`src/rtl/spi_var_pkg.sv`:
```
// -----------------------------------------------------------------------------
// spi_var_pkg
// Shared types and constants for the SPI variable-readout slave.
//   state_t        : frame-handling FSM states
//   CMD_PREFIX_DEF : upper six command bits of a valid read command (0xA0-0xA2)
//   VAR_W / SEL_W  : variable byte width and mux select width
//   VAR_SEL_MAX    : highest select value that maps to a real mux input
//   cmd_is_read()  : decodes whether a command byte is a valid read request
// -----------------------------------------------------------------------------
package spi_var_pkg;

    typedef enum logic [2:0] {
        ST_WAIT_IDLE = 3'd0,
        ST_IDLE      = 3'd1,
        ST_CMD       = 3'd2,
        ST_DATA      = 3'd3,
        ST_IGNORE    = 3'd4
    } state_t;

    localparam logic [5:0] CMD_PREFIX_DEF = 6'b101000;
    localparam int         VAR_W          = 8;
    localparam int         SEL_W          = 2;

    localparam logic [SEL_W-1:0] VAR_SEL_MAX = 2'd2;

    // A read command carries the fixed prefix in its top six bits and a
    // select that addresses one of the three mux inputs.
    function automatic logic cmd_is_read(input logic [VAR_W-1:0] c,
                                         input logic [5:0]       prefix);
        return (c[7:2] == prefix) && (c[SEL_W-1:0] <= VAR_SEL_MAX);
    endfunction

endpackage

```
`src/rtl/spi_sync_edge.sv`:
```
// -----------------------------------------------------------------------------
// spi_sync_edge
// Brings one asynchronous SPI pin into the clk domain through a SYNC_STAGES
// flip-flop chain and flags its rising/falling transitions.
//   clk, rst : system clock, asynchronous active-high reset
//   din      : raw asynchronous pin
//   dout     : synchronized level
//   rise     : one-clk event, synchronized level went 0 -> 1
//   fall     : one-clk event, synchronized level went 1 -> 0
// -----------------------------------------------------------------------------
module spi_sync_edge #(
    parameter int   SYNC_STAGES = 2,
    parameter logic RST_VAL     = 1'b0
) (
    input  logic clk,
    input  logic rst,
    input  logic din,
    output logic dout,
    output logic rise,
    output logic fall
);

    logic [SYNC_STAGES-1:0] sync_reg;
    logic                   prev_reg;

    always_ff @(posedge clk or posedge rst) begin
        if (rst) begin
            sync_reg <= {SYNC_STAGES{RST_VAL}};
            prev_reg <= RST_VAL;
        end else begin
            sync_reg <= {sync_reg[SYNC_STAGES-2:0], din};
            prev_reg <= sync_reg[SYNC_STAGES-1];
        end
    end

    assign dout = sync_reg[SYNC_STAGES-1];
    assign rise = dout & ~prev_reg;
    assign fall = ~dout & prev_reg;

endmodule

```
`src/rtl/spi_var_slave.sv`:
```
// -----------------------------------------------------------------------------
// spi_var_slave
// SPI mode-0 slave: receives a one-byte read command, drives the 3-to-1
// variable mux select from it, and streams the selected byte back on MISO
// (repeating the byte, re-sampled each time, until chip select rises).
// All SPI pins are oversampled in clk; SCLK is never used as a clock.
//   clk, rst     : 50 MHz system clock, asynchronous active-high reset
//   spi_sclk     : SPI clock (idle low)          spi_cs_n : chip select (low)
//   spi_mosi     : master data out               spi_miso : slave data out
//   spi_miso_oe  : MISO pad enable, high while a frame is in progress
//   var_sel      : mux select (0=in1, 1=in2, 2=in3)
//   var_data     : mux output byte (combinational from var_sel)
//   cmd_valid    : one-clk pulse when a full command byte has arrived
//   cmd          : last complete command byte
// -----------------------------------------------------------------------------
module spi_var_slave
    import spi_var_pkg::*;
#(
    parameter int         SYNC_STAGES = 2,
    parameter logic [5:0] CMD_PREFIX  = CMD_PREFIX_DEF
) (
    input  logic             clk,
    input  logic             rst,
    input  logic             spi_sclk,
    input  logic             spi_cs_n,
    input  logic             spi_mosi,
    output logic             spi_miso,
    output logic             spi_miso_oe,
    output logic [SEL_W-1:0] var_sel,
    input  logic [VAR_W-1:0] var_data,
    output logic             cmd_valid,
    output logic [VAR_W-1:0] cmd
);

    // ------------------------------------------------------------------
    // Pin synchronization
    // ------------------------------------------------------------------
    logic sclk_s, sclk_rise, sclk_fall;
    logic cs_s, cs_rise, cs_fall;
    logic mosi_s;

    spi_sync_edge #(.SYNC_STAGES(SYNC_STAGES), .RST_VAL(1'b0)) u_sclk_sync (
        .clk  (clk),
        .rst  (rst),
        .din  (spi_sclk),
        .dout (sclk_s),
        .rise (sclk_rise),
        .fall (sclk_fall)
    );

    // cs_n resets to 0 so that a pin already low at reset release is never
    // mistaken for an idle bus; WAIT_IDLE only leaves on a genuine high.
    spi_sync_edge #(.SYNC_STAGES(SYNC_STAGES), .RST_VAL(1'b0)) u_cs_sync (
        .clk  (clk),
        .rst  (rst),
        .din  (spi_cs_n),
        .dout (cs_s),
        .rise (cs_rise),
        .fall (cs_fall)
    );

    // MOSI has the same depth as SCLK so the sampled bit lines up with the
    // SCLK rising event.
    logic [SYNC_STAGES-1:0] mosi_sync_reg;

    always_ff @(posedge clk or posedge rst) begin
        if (rst) begin
            mosi_sync_reg <= '0;
        end else begin
            mosi_sync_reg <= {mosi_sync_reg[SYNC_STAGES-2:0], spi_mosi};
        end
    end

    assign mosi_s = mosi_sync_reg[SYNC_STAGES-1];

    // ------------------------------------------------------------------
    // Frame FSM and datapath registers
    // ------------------------------------------------------------------
    state_t             state_reg,     state_next;
    logic [2:0]         bit_cnt_reg,   bit_cnt_next;
    logic [VAR_W-2:0]   rx_reg,        rx_next;
    logic [VAR_W-1:0]   tx_reg,        tx_next;
    logic               miso_reg,      miso_next;
    logic [VAR_W-1:0]   cmd_reg,       cmd_next;
    logic               cmd_valid_reg, cmd_valid_next;
    logic [SEL_W-1:0]   var_sel_reg,   var_sel_next;
    logic [VAR_W-1:0]   rx_byte;

    always_ff @(posedge clk or posedge rst) begin
        if (rst) begin
            state_reg     <= ST_WAIT_IDLE;
            bit_cnt_reg   <= 3'd0;
            rx_reg        <= '0;
            tx_reg        <= '0;
            miso_reg      <= 1'b0;
            cmd_reg       <= '0;
            cmd_valid_reg <= 1'b0;
            var_sel_reg   <= '0;
        end else begin
            state_reg     <= state_next;
            bit_cnt_reg   <= bit_cnt_next;
            rx_reg        <= rx_next;
            tx_reg        <= tx_next;
            miso_reg      <= miso_next;
            cmd_reg       <= cmd_next;
            cmd_valid_reg <= cmd_valid_next;
            var_sel_reg   <= var_sel_next;
        end
    end

    always_comb begin
        state_next     = state_reg;
        bit_cnt_next   = bit_cnt_reg;
        rx_next        = rx_reg;
        tx_next        = tx_reg;
        miso_next      = miso_reg;
        cmd_next       = cmd_reg;
        cmd_valid_next = 1'b0;
        var_sel_next   = var_sel_reg;
        rx_byte        = {rx_reg, mosi_s};

        // End of frame overrides any SCLK event in the same cycle; a
        // partially received command is simply dropped.
        if (cs_rise) begin
            state_next = ST_IDLE;
            miso_next  = 1'b0;
        end else begin
            case (state_reg)
                ST_WAIT_IDLE: begin
                    miso_next = 1'b0;
                    // Bus is idle only with cs_n high and SCLK at rest.
                    if (cs_s && !sclk_s) begin
                        state_next = ST_IDLE;
                    end
                end

                ST_IDLE: begin
                    miso_next = 1'b0;
                    if (cs_fall) begin
                        state_next   = ST_CMD;
                        bit_cnt_next = 3'd0;
                        rx_next      = '0;
                    end
                end

                ST_CMD: begin
                    miso_next = 1'b0;
                    if (sclk_rise) begin
                        rx_next      = rx_byte[VAR_W-2:0];
                        bit_cnt_next = bit_cnt_reg + 3'd1;
                        if (bit_cnt_reg == 3'd7) begin
                            cmd_next       = rx_byte;
                            cmd_valid_next = 1'b1;
                            if (cmd_is_read(rx_byte, CMD_PREFIX)) begin
                                var_sel_next = rx_byte[SEL_W-1:0];
                                state_next   = ST_DATA;
                            end else begin
                                state_next   = ST_IGNORE;
                            end
                        end
                    end
                end

                ST_DATA: begin
                    // The counter wraps after each byte, so every byte
                    // boundary re-samples var_data.
                    if (sclk_fall) begin
                        bit_cnt_next = bit_cnt_reg + 3'd1;
                        if (bit_cnt_reg == 3'd0) begin
                            miso_next = var_data[VAR_W-1];
                            tx_next   = {var_data[VAR_W-2:0], 1'b0};
                        end else begin
                            miso_next = tx_reg[VAR_W-1];
                            tx_next   = {tx_reg[VAR_W-2:0], 1'b0};
                        end
                    end
                end

                ST_IGNORE: begin
                    miso_next = 1'b0;
                end

                default: begin
                    state_next = ST_WAIT_IDLE;
                    miso_next  = 1'b0;
                end
            endcase
        end
    end

    assign spi_miso    = miso_reg;
    assign spi_miso_oe = (state_reg == ST_CMD) || (state_reg == ST_DATA) ||
                         (state_reg == ST_IGNORE);
    assign var_sel     = var_sel_reg;
    assign cmd_valid   = cmd_valid_reg;
    assign cmd         = cmd_reg;

endmodule

```
`config.mk`:
```
export PLATFORM = sky130hd
export DESIGN_NAME = spi_var_slave
export DESIGN_NICKNAME = d
export VERILOG_FILES = /design/src/rtl/spi_var_pkg.sv /design/src/rtl/spi_sync_edge.sv /design/src/rtl/spi_var_slave.sv
export SDC_FILE = /design/constraint.sdc
export NUM_CORES = 1
export LEC_CHECK = 0
export BUFFER_PORTS_ARGS = -buffer_cell sky130_fd_sc_hd__buf_4
export CORE_UTILIZATION = 55
export CTS_CLUSTER_SIZE = 20
export DETAILED_ROUTE_END_ITERATION = 16
export PLACE_DENSITY = 0.77
export SYNTH_ARGS = -nofsm -noshare
export SYNTH_HDL_FRONTEND = slang
export SYNTH_SLANG_ARGS = --single-unit
```
`constraint.sdc`:
```
create_clock -name clk -period 2.4 [get_ports clk]
set_input_delay 0.48 -clock clk [delete_from_list [all_inputs] [get_ports clk]]
set_output_delay 0.48 -clock clk [all_outputs]
set_load 0.005 [all_outputs]
```
==> results of run 1 <==
[per-stage QoR]
stage | power [W] | utilization, % | setup slack [ns]
floorplan | 0.00135 | - | 0.515
global route | 0.00213 | 69.6 | 0.179
finish | 0.00200 | 69.6 | 0.266
CTS | 0.00202 | 69.6 | 0.253
global placement | 0.00149 | 66.5 | 0.368
detailed placement | 0.00152 | 66.5 | 0.278
[routing by layer]
metal	share of wire (%)	routed length [um]	up-vias	track usage (%)
li1	-	-	618	-
met1	43	1390	604	24.8
met2	51	1620	40	37.0
met3	4.6	147	6	6.55
met4	1.6	50	0	10.2
met5	0	0	-	0
[power by group]
part / switching [W] / total, W / leakage [nW] / internal (W)
clock: 0.000215 / 0.000492 / 0.0515 / 0.000277
sequential: 0.0000821 / 0.000870 / 0.518 / 0.000788
combinational: 0.000342 / 0.000640 / 0.506 / 0.000298
total: 0.000640 / 0.00200 / 1.08 / 0.00136
[worst paths after layout]
check | from | cells past startpoint | endpoint
max | u_cs_sync.sync_reg[1] | 4 | var_sel[0]
min | rst | 3 | tx_reg[2]
max reg2reg | u_cs_sync.sync_reg[1] | 4 | var_sel[0]
min reg2reg | u_sclk_sync.sync_reg[0] | 0 | u_sclk_sync.sync_reg[1]
max in group asynchronous | rst | 3 | u_sclk_sync.prev_reg
min in group clk | spi_mosi | 1 | mosi_sync_reg[0]
[Yosys cell counts (2+ instances only)]
library cell | number | share of area, %
nor4bb_1 | 2 | 1.1
nor2_1 | 5 | 1.0
clkbuf_1 | 5 | 1.0
nand2_1 | 27 | 5.7
mux2_2 | 8 | 5.0
mux2i_1 | 9 | 5.0
mux2_1 | 2 | 1.3
inv_1 | 8 | 1.7
o21ai_0 | 18 | 5.0
nor3b_1 | 3 | 1.3
buf_2 | 3 | 0.84
dfrtp_1 | 40 | 56
a21oi_1 | 4 | 1.1
ha_1 | 5 | 3.5
nor2b_1 | 3 | 1.0
[logic make-up (layout without fill, tap and decap cells)]
kind of cell / Yosys count / in the layout / synth area share [%]
simple gates: 52 / 52 / 15.6
buf+inv: 16 / 47 / 3.56
flops: 40 / 40 / 55.8
compound gates: 30 / 30 / 10.3
mux: 19 / 19 / 11.3
fa+ha+maj: 5 / 5 / 3.49
[worst reg2reg max path: stages, from the launching register on]
cell and delay, ns:
dfrtp_1 0.43, ha_1 0.30, or4_1 0.76, nor2_4 0.21, mux2_1 0.33
[layout make-up]
| cell class | instances | area (sq um) | area share, % |
|---|---|---|---|
| multi-input cells | 106 | 728 | 34.0 |
| repair buffers | 31 | 233 | 10.9 |
| clock inverters | 1 | 30.0 | 1.40 |
| well taps | 44 | 55.1 | 2.57 |
| flip-flops and latches | 40 | 1000 | 46.7 |
| inverters | 8 | 30.0 | 1.40 |
| clock buffers | 7 | 65.1 | 3.04 |
==> results.cfg, run 1 <==
[run_status]
outcome = finished clean

[cts]
tritoncts = yes
clk_pin_slew_ns = 0.12
h-tree-depth = 2
cts_buffers = 5
worstSkewPairLatency_ns = 0.35
cts_root_buffer = clkbuf_4
clock-sinks = 40
ctsLongestPathBuffers = 2
post_cts_buffers = 0
cts_resized = 0
hold_buffers = 0

[floorplanning]
dieArea_sq_um = 3490
rows = 20
start_util_pct = 58.3
core-area_sq_um = 3080
die_w_um = 59.1
die_h_um = 59.1
io-pin-count = 26

[sta]
final-hold-violation-count = 0
setup_tns_ns = 0
finalClockSkew_ns = 0.0102
holdWs_ns = 0.220
max_freq_mhz = 469
slew_headroom_pct = 61.2
fin_crit_sh_pct = 88.9
grt_setup_unrepaired = no
period_minus_slack_ns = 2.13
tightest_slew_ns = 0.580
setup_viol = 0
drv_slew = 0

[place]
port_buffers = 25
dpl-instance-area_sq_um = 2050
dp_cells = 229
gp_congestion = 0.852
hpwl_um = 2290

[synthesis]
synth-seq-cells = 40
synth-warning-count = 0
syn_area_sq_um = 1790
syn_avg_cell_area_sq_um = 11.1
synth_cell_types = 35
synth-edff-count = 0
syn_inst = 162
syn-num-nets = 180
synth-main-ff-cell = dfrtp_1
ys_async_sr_fraction_pct = 100
yosysSeqAreaShare_pct = 55.8

[grt]
grt_pass1_vias = 1227
grtUsageTotal_pct = 21.6
grt_start_max_net_pins = 41
antenna_found_initial = 0
grt_pass1_wl_um = 5400
grt_overflow = 0

[setup_path]
cp.required_ns = 2.64
rrSetupSlack_ns = 0.27
cp_max_fo = 8
worstSetupEndpointType = flop
path_buf_inv = 0
path_class = flop to flop
crit_family = simple AND/OR/NAND/NOR gates
startpoint_type = flop
cpMaxStageDelayCell = or4_1
path_cells = ha_1, or4_1, nor2_4, mux2_1
slowest_delay_ns = 0.76
cp_data_arrival_time_ns = 2.38

[routing]
vias_per_cell = 5.35
vias = 1268
antenna_left = 0
drc = 0
routedWlPerCell_um = 13.5
drt_wl_total_um = 3210
drt_iter0_markers = 49
dr.pass1.iters = 4

[layout]
fill_cells = 238
drive_above_1_share_pct = 26.4
final_common_cell = dfrtp_1
area_growth_pct = 19.5
design_area_sq_um = 2140
final_net_count = 210
largest_reg_flops = 8
diodes = 0
layout.cells.non_filler = 237
final_cell_mix = 40 x dfrtp_1, 31 x buf_4, 27 x nand2_1

[pwr]
power_leakage_nw = 1.08
vdd_drop_max_mv = 0.463
pwr_density_cell_nw_per_um2 = 935

[worst_hold_path]
hold_path_class = input port to asynchronous set/reset pin

[run]
max_cap_viol_count = 0
Power figures use the tool's default switching activity.
==> run 2, diff against run 1 <==
--- a/config.mk
+++ b/config.mk
@@ -5,11 +5,12 @@
 export SDC_FILE = /design/constraint.sdc
 export NUM_CORES = 1
 export LEC_CHECK = 0
+export ABC_AREA = 1
 export BUFFER_PORTS_ARGS = -buffer_cell sky130_fd_sc_hd__buf_4
-export CORE_UTILIZATION = 55
+export CORE_UTILIZATION = 56
 export CTS_CLUSTER_SIZE = 20
 export DETAILED_ROUTE_END_ITERATION = 16
-export PLACE_DENSITY = 0.77
+export PLACE_DENSITY = 0.78
 export SYNTH_ARGS = -nofsm -noshare
 export SYNTH_HDL_FRONTEND = slang
 export SYNTH_SLANG_ARGS = --single-unit
==> results.cfg, run 2 <==
[synthesis]
yosys-top-cells-count = 62 x nand2_1, 40 x dfrtp_1, 22 x inv_1
synthMuxAreaShare_pct = 0
syn-num-nets = 236
ys_async_sr_fraction_pct = 100
yosysMostFrequentCell = nand2_1
syn_area_sq_um = 1930
synth_cell_types = 27
synth_top_area_share_pct = 51.8
synthSimpleGateAreaFrac_pct = 27.3
syn_avg_cell_area_sq_um = 8.86
synth.area.top_cells = dfrtp_1 52%, nand2_1 12%, inv_1 4.3%
synth-edff-count = 0
synth-main-ff-cell = dfrtp_1
synth_top_family_by_area = simple AND/OR/NAND/NOR gates
syn_inst = 218
synthAdderAreaFrac_pct = 3.24
synth-warning-count = 0
synth_compound_area_share_pct = 9.97
yosysTopAreaCell = dfrtp_1
yosysSeqAreaShare_pct = 51.8
synth-seq-cells = 40
synth_xor_area_share_pct = 0

[setup_path]
cpMaxStageDelayCell = dfrtp_1
slowest_delay_ns = 0.53
path_buf_inv = 1
r2r-start = u_cs_sync.sync_reg[1]
crit_family = flip-flops
rrSetupSlack_ns = 0.76
path_cells = nor2_2, nand2_1, o21ai_0, buf_4
path_class = flop to output port
worst_r2r_endpoint = rx_reg[1]
r2r_cells = 7
worstSetupEndpointType = output port
cp_max_fo = 10
startpoint = state_reg[1]
cp_data_arrival_time_ns = 1.38
cp.required_ns = 1.92
startpoint_type = flop

[sta]
finalClockSkew_ns = 0.00811
setup_viol = 0
drv_slew = 0
tightest_slew_ns = 0.480
grt_setup_unrepaired = no
holdWs_ns = 0.241
setup_tns_ns = 0
max_freq_mhz = 539
final-hold-violation-count = 0
fin_crit_sh_pct = 77.3
slew_headroom_pct = 68.0
period_minus_slack_ns = 1.86

[cts]
post_cts_buffers = 0
cts_root_buffer = clkbuf_4
ctsLongestPathBuffers = 2
hold_buffers = 0
cts_buffers = 5
cts_resized = 0
worstSkewPairLatency_ns = 0.34
tritoncts = yes
h-tree-depth = 2
clk_pin_slew_ns = 0.11
clock-sinks = 40

[floorplanning]
die_h_um = 60.7
die_w_um = 60.7
io-pin-count = 26
core-area_sq_um = 3150
start_util_pct = 61.3
dieArea_sq_um = 3690
rows = 20

[worst_hold_path]
min-delay-start = spi_mosi
hold_path_end = mosi_sync_reg[0]
holdPathStages = 1
hold_path_class = input port to flop

[pwr]
power_w = 0.00186
vdd_drop_max_mv = 0.586
pwr_density_cell_nw_per_um2 = 846
power_leakage_nw = 1.11

[run]
max_cap_viol_count = 0

[layout]
area_growth_pct = 14.1
final_cell_mix = 62 x nand2_1, 40 x dfrtp_1, 26 x buf_4
largest_reg_flops = 8
final_net_count = 264
diodes = 0
post-route-util_pct = 69.9
drive_above_1_share_pct = 24.3
final_common_cell = nand2_1

[grt]
antenna_found_initial = 0
grt_pass1_wl_um = 5680
grt_start_max_net_pins = 41
grtUsageTotal_pct = 21.6
grt_pass1_vias = 1337
grt_overflow = 0

[place]
gp_congestion = 0.850
hpwl_um = 2440
port_buffers = 25

[run_status]
outcome = finished clean

[routing]
drc = 0
drt_wl_total_um = 3350
vias = 1449
antenna_left = 0
drt_iter0_markers = 74
routedWlPerCell_um = 11.5
dr.pass1.iters = 4
vias_per_cell = 4.98
[run 2: worst max path at each step]
stage | cells past startpoint | slack (ns) | endpoint
floorplan | 8 | 0.95 | rx_reg[4]
global placement | 7 | 0.81 | rx_reg[1]
detailed placement | 7 | 0.77 | rx_reg[1]
CTS | 4 | 0.53 | spi_miso_oe
global route | 4 | 0.44 | spi_miso_oe
finish | 4 | 0.54 | spi_miso_oe
[run 2: cell type report]
class                   instances  area (sq um)
clock buffers                   7          55.1
inverters                      27           106
repair buffers                 26           195
clock inverters                 1          7.51
flip-flops and latches         40          1000
fillers                       264           950
multi-input cells             146           783
well taps                      44          55.1
[run 2: report_power, final]
part | internal [W] | leakage (nW) | total (W) | switching [W]
Clock | 0.000144 | 0.0315 | 0.000353 | 0.000210
Combinational | 0.000222 | 0.565 | 0.000636 | 0.000414
Sequential | 0.000777 | 0.511 | 0.000874 | 0.0000971
Total | 0.00114 | 1.11 | 0.00186 | 0.000721
[run 2: per-layer routing]
metal  vias up  track usage (%)  wire length [um]
met4         0             11.4                75
li1        750                -                 -
met5         -                0                 0
met2        29             33.6              1520
met1       661             28.7              1640
met3         9             4.69               113
[run 2: stage by stage]
stage                     cells  setup WS, ns  instance area [sq um]
after floorplan             218         0.949                   1930
after global placement      283         0.807                   2140
after detailed placement    283         0.766                   2140
after CTS                   291         0.533                   2200
after global routing        291         0.439                   2200
final                       291         0.544                   2200
[run 2: logic make-up after synthesis]
logic type	count (synthesis)
buf+inv	32
simple gates	110
fa+ha+maj	5
flops	40
compound gates	31
